### src/rtl/alu_mul_seq.sv
// alu_mul_seq
// Sequential 32x32 unsigned multiply (low 32 bits of the product). It uses
// shift-and-add and borrows the execute-stage ALU for every add and shift,
// so this block holds no adder or shifter of its own.
//
// State table:
//   state   | meaning
//   --------+--------------------------------------------------------------
//   S_IDLE  | waiting for start; the ALU is driven with ADD 0+0
//   S_STEP  | tests the multiplier: finish, add, or shift only
//   S_ADD   | acc <= acc + mcand on the ALU
//   S_SHIFT | mcand <= mcand << 1 on the ALU; mplier >>= 1; cnt++
//   S_DONE  | done pulse; the product is valid
//
// Ports:
//   clk, reset           clock; synchronous active-high reset
//   start, op_a, op_b    multiply request and operands, sampled only in IDLE
//   busy, done, product  status and result; product holds until overwritten
//   alu_a, alu_b,
//   alu_shamt,
//   alu_control          drive to the shared ALU (010 = ADD, 101 = SLL)
//   alu_result           combinational result from the shared ALU
module alu_mul_seq #(
    parameter int WIDTH    = 32,
    parameter int MAX_ITER = 32
) (
    input  logic             clk,
    input  logic             reset,
    input  logic             start,
    input  logic [WIDTH-1:0] op_a,
    input  logic [WIDTH-1:0] op_b,
    output logic             busy,
    output logic             done,
    output logic [WIDTH-1:0] product,
    output logic [WIDTH-1:0] alu_a,
    output logic [WIDTH-1:0] alu_b,
    output logic [5:0]       alu_shamt,
    output logic [2:0]       alu_control,
    input  logic [WIDTH-1:0] alu_result
);

    localparam logic [2:0] ALU_ADD = 3'b010;
    localparam logic [2:0] ALU_SLL = 3'b101;
    localparam logic [5:0] CNT_MAX = 6'(MAX_ITER);

    typedef enum logic [2:0] {
        S_IDLE,
        S_STEP,
        S_ADD,
        S_SHIFT,
        S_DONE
    } state_t;

    state_t           state, state_nxt;
    logic [WIDTH-1:0] acc;
    logic [WIDTH-1:0] mcand;
    logic [WIDTH-1:0] mplier;
    logic [5:0]       cnt;
    logic             finish;

    // Stop early once no multiplier bits remain. The count guard bounds the
    // operation at MAX_ITER iterations.
    assign finish = (mplier == '0) || (cnt == CNT_MAX);

    always_ff @(posedge clk) begin
        if (reset) begin
            state   <= S_IDLE;
            acc     <= '0;
            mcand   <= '0;
            mplier  <= '0;
            cnt     <= '0;
            product <= '0;
        end else begin
            state <= state_nxt;
            case (state)
                S_IDLE: begin
                    if (start) begin
                        acc    <= '0;
                        mcand  <= op_a;
                        mplier <= op_b;
                        cnt    <= '0;
                    end
                end
                S_STEP: begin
                    if (finish) product <= acc;
                end
                S_ADD: begin
                    acc <= alu_result;
                end
                S_SHIFT: begin
                    mcand  <= alu_result;
                    mplier <= mplier >> 1;
                    cnt    <= cnt + 6'd1;
                end
                default: ;
            endcase
        end
    end

    always_comb begin
        state_nxt   = state;
        alu_control = ALU_ADD;
        alu_a       = '0;
        alu_b       = '0;
        alu_shamt   = '0;
        case (state)
            S_IDLE: begin
                if (start) state_nxt = S_STEP;
            end
            S_STEP: begin
                if (finish)         state_nxt = S_DONE;
                else if (mplier[0]) state_nxt = S_ADD;
                else                state_nxt = S_SHIFT;
            end
            S_ADD: begin
                alu_a     = acc;
                alu_b     = mcand;
                state_nxt = S_SHIFT;
            end
            S_SHIFT: begin
                alu_control = ALU_SLL;
                alu_b       = mcand;
                alu_shamt   = 6'd1;
                state_nxt   = S_STEP;
            end
            S_DONE: begin
                state_nxt = S_IDLE;
            end
            default: state_nxt = S_IDLE;
        endcase
    end

    assign busy = (state != S_IDLE);
    assign done = (state == S_DONE);

endmodule

### config.mk
export PLATFORM = sky130hd
export DESIGN_NAME = alu_mul_seq
export DESIGN_NICKNAME = d
export VERILOG_FILES = /design/src/rtl/alu_mul_seq.sv
export SDC_FILE = /design/constraint.sdc
export NUM_CORES = 1
export LEC_CHECK = 0
export CORE_MARGIN = 2
export CORE_UTILIZATION = 45
export CTS_CLUSTER_DIAMETER = 50
export DETAILED_ROUTE_END_ITERATION = 10
export PLACE_DENSITY_LB_ADDON = 0.2
export SYNTH_ARGS = -nofsm -noshare
export SYNTH_HDL_FRONTEND = slang
export SYNTH_SLANG_ARGS = --single-unit
### constraint.sdc
create_clock -name clk -period 4.5 [get_ports clk]
set_clock_uncertainty 0.1 [all_clocks]
set_input_delay 0.9 -clock clk [delete_from_list [all_inputs] [get_ports clk]]
set_output_delay 0.9 -clock clk [all_outputs]
set_load 0.01 [all_outputs]
# Yosys cells after proc, flatten, opt, wreduce, memory -nomap -nowiden
# Index checks and enable logic that the tools add are counted.
# totals
register_bits,137
latchBits,0
ramBits,0
mem_bits_ro,0
input_bits,99
output_inout_bits,107
word_cells,39
mem_count,0
# classes
n_addsub,1
n_mul,0
div,0
magnitude_cmp,0
n_eq_ne,6
n_shift,0
n_mux,16
bitwise,0
n_reduce_logical,10
# op_table
operator,count
one-hot mux 32 bit (2 select lines),3
2-to-1 mux 32 bit,5
logical NOT 32 bit,1
one-hot mux 3 bit (4 select lines),1
one-hot mux 6 bit (2 select lines),1
2-to-1 mux 3 bit,3
"adder 6 x 1 -> 6 bit, second input constant",1
"equality test 3 x 2 -> 1 bit, second input constant",2
"equality test 6 bit, second input constant",1
2-to-1 mux 6 bit,1
AND reduction 2 bit,3
nonzero test 2 bit,2
"equality test 3 x 1 -> 1 bit, second input constant",1
"equality test 3 bit, second input constant",1
logical NOT 3 bit,1
nonzero test 3 bit,1
2-to-1 mux 1 bit,2
"!= test 2 bit, second input constant",1
OR reduction 2 bit,1
logical OR 1 bit,1

# Longest topological paths before layout
# logic_depth
depth_word,4
depth_mapped,8
depth_no_buf,6

# Worst setup path after synthesis
# No wires, ideal clock.
# synth_timing
path_kind,reg2out
from,register state[0]
to,output port alu_a[0]
t_arrival_ps,1386
t_required_ps,3500
slack_ps,2114
stages_incl_launch_ff,5
path_buffers,2
cell_sequence,dfxtp_1 buf_2 nor3_2 clkbuf_1 and2_1
# synth_via
elab_chain_len,2
# synth_rtl
element,line,rtl
"start, declared",54,"state_t state, state_nxt;"
"start signal, assigned",74,state <= state_nxt;
equality test 3 x 2 -> 1 bit,106,case (state)
2-to-1 mux 32 bit,106,
"end, declared",35,"output logic [WIDTH-1:0] alu_a,"
# No other way between the ends.

# Final worst setup path
# layout_timing
from,register state[1]
to,output port alu_a[1]
# Same word-level chain as after synthesis.

==> key figures <==
Clock network
  • Post-CTS sizing: 0
  • Setup Buffers After CTS: 0
  • Root Driver: clkbuf_16
  • Clock transition at path regs: around 60 ps
  • Clk_lat worst skew: between 400 and 500 ps
  • Total CTS buffers: 17
  • Cts hold-fix bufs: 0
  • H-Tree Depth: 4
  • TritonCTS clock tree: yes
  • CTS Sinks: ~140
  • CTS Buffer Depth: 2

Global route
  • Largest net degree at the start of global routing: a little under 80
  • Initial antenna violation count: 1
  • Overflow after GRT: 0
  • Vias in the first global route: about 6300
  • Gr usage total: between 20 and 30%
  • First-pass GRT wire length: around 33000 µm

Worst setup path
  • Critical Path, Cell by Cell: inv_1, nor3_4, buf_4, and2_1, clkdlybuf4s50_1
  • WP data required: 3500 ps
  • Worst endpoint data arrival time: around 2700 ps
  • Crit path max-delay family: buffers and inverters
  • Delay of the slowest critical-path stage: between 500 and 600 ps
  • Worst Setup Start Kind: flop
  • CP max-delay cell: dfxtp_1
  • Critical path peak fanout: 64
  • CP bufs+invs: 3
  • CP endpoint kind: primary output
  • CP Class: flop to primary output

Timing
  • Slew Viols, Final: 0
  • RSZ-0062 raised after global routing: no
  • Least-Margin Pin Slew: roughly 960 ps
  • Setup violations, final: 0
  • Tcrit/Tclk final: 81.55%
  • Max Clk Rate: ~270 MHz
  • Tmin final: around 3700 ps
  • Final Hold Fails: 0
  • Setup TNS: 0 ps
  • Hold slack: roughly 400 ps
  • Relative slew slack: between 30% and 40%

Finish
  • Nets: around 1100
  • Layout cells sized above 1: around 12%
  • Diode count: 0
  • Filler Cell Count: 1368
  • Synthesis-to-layout area growth: 35.74%

Detailed routing
  • Final Routed Wirelength: about 21000 µm
  • Vias/cell: 5.481
  • Via count: ~6800
  • M1 WL: 9727 µm
  • Final ANT Viol Nets: 0
  • Highest routed layer: met5
  • Met2 WL post-DR: ~9500 µm
  • Drc violations: 0
  • Initial DRC count: 579
  • Detailed-route wire length per cell: around 17 µm
  • Met3 Routed Length: approximately 1400 µm
  • First drt pass iteration count: 5

Floorplanning
  • Io pins: between 200 and 250
  • Die span in y: 129.7 µm
  • Initial Utilization: a little under half
  • Row cnt: 45
  • Core Footprint: about 15000 µm²
  • Die Footprint: between 15000 and 20000 µm²
  • Die width: between 100 and 150 µm

Power
  • Worst IR Drop VDD: approximately 0.3 mV
  • Total power: roughly 3.4 mW
  • PD cells: between 300 and 400 nW/µm²
  • P_leak: ~3.4 nW

Run status
  • Status: finished, final reports clean

Place
  • IO buf count: 200
  • Final GP Congestion: just over 0.8
  • Hpwl dp: around 14000 µm

Synthesis
  • Sequential share of the synthesized area: ~39%
  • Synthesized area: 7111 µm²
  • Most numerous cell in the Yosys netlist: nor2_1
  • Top FF cell, synth: dfxtp_1
  • Largest cells by area after synthesis: dfxtp_1 39%, nor4_2 11%, nor2_1 10%, and2_1 5.8%, nand2_1 3.6%
  • Syn avg cell area: a little over 8 µm²
  • Cell taking the most area after synthesis: dfxtp_1
  • Synth warnings: 0
  • Post-synth EDFFs: 0
  • Yosys cell types: 40
  • Share of the synthesized area in the top cell type: 38.57%
  • FFs w/ async S/R, synth: 0%
  • Seq cells post-synth: 137
  • Cells after synthesis: 865
  • Leading cell types by count after synthesis: 198 x nor2_1, 137 x dfxtp_1, 69 x nand2_1

Job
  • Number of max-cap violations: 0

Hold path
  • Hold Crit Class: flop to flop
registers in the layout (all words and copies together) (netlist names):
name,cells
acc,32
cnt,6
mcand,32
mplier,32
product,32
state,3
cells in the final DEF (no fill, tap or decap), drive strengths merged:
master,Yosys,final
and3,2,2
o21ai,3,3
or3,1,1
clkinv,0,4
conb,1,5
nor4,71,71
nor3b,2,2
nand3b,2,2
a32o,1,1
a31oi,33,33
mux2,2,2
nand4,5,5
or4b,1,1
o211ai,32,32
o221ai,32,32
clkinvlp,0,1
nor2,198,198
inv,4,4
a21oi,38,38
buf,44,14
ha,2,2
nand2,70,70
nor3,2,2
clkbuf,44,23
nand2b,1,1
nor2b,33,33
nor4b,2,2
dfxtp,137,137
xor2,1,1
bufinv,0,3
and2,66,66
clkdlybuf4s50,0,199
or2,1,1
nand3,34,34
power breakdown:
group	internal, mW	leakage [nW]	switching, mW
combinational	0.255	2.01	0.375
sequential	1.31	1.12	0.0759
clock	0.923	0.299	0.506
total	2.49	3.42	0.957
kinds of logic after synthesis:
family	Yosys count	synth area share, %
other cells	1	0.05274
fa+ha+maj	2	0.3519
flops	137	38.57
xor+xnor	1	0.1232
buf+inv	92	6.687
mux	2	0.3167
compound gates	139	14.57
simple gates	491	39.33
worst register-to-register path, delay by kind of cell, from the launching register on:
| kind | cells | cell delay (ps) |
|---|---|---|
| AO/OA/AOI/OAI | 1 | 80 |
| buffers and inverters | 2 | 680 |
| flip-flops | 1 | 550 |
| AND/OR/NAND/NOR | 3 | 1050 |
stage by stage:
| step | setup WS (ps) | area (µm²) | util (%) | std cells |
|---|---|---|---|---|
| 5_1_grt | 665.2 | 9652 | 63.02 | 1236 |
| 2_1_floorplan | 2114 | 7126 | - | 869 |
| 3_5_place_dp | 1271 | 9046 | 59.07 | 1205 |
| 6_report | 830.4 | 9652 | 63.02 | 1236 |
| 3_3_place_gp | 1324 | 9046 | 59.07 | 1205 |
| 4_1_cts | 820.5 | 9652 | 63.02 | 1236 |
per-layer routing:
metal / vias to the layer above / global-route usage (%)
met5: - / 0
met4: 2 / 7.970
met3: 30 / 6.314
met2: 236 / 38.00
met1: 3200 / 35.40
li1: 3307 / -
cell type report:
type,instances,area (µm²),area share [%]
flip-flops and latches,137,2743,28.42
inverters,4,15.01,0.1556
clock inverters,8,117.6,1.219
repair buffers,213,2101,21.77
multi-input cells,640,3924,40.65
clock buffers,23,488.0,5.056
well taps,211,264.0,2.735
final timing paths:
kind	startpoint	end	slack (ps)	cells after the start
setup reg to reg	state[1]$_SDFFE_PP0P_	acc[14]$_SDFFE_PP0P_	1900	6
setup / recovery	state[1]$_SDFFE_PP0P_	alu_a[1]	830	5
hold reg to reg	mcand[31]$_SDFFE_PP0P_	mcand[31]$_SDFFE_PP0P_	400	2
hold / removal	mcand[31]$_SDFFE_PP0P_	mcand[31]$_SDFFE_PP0P_	400	2
(Power assumes the default switching activity.)
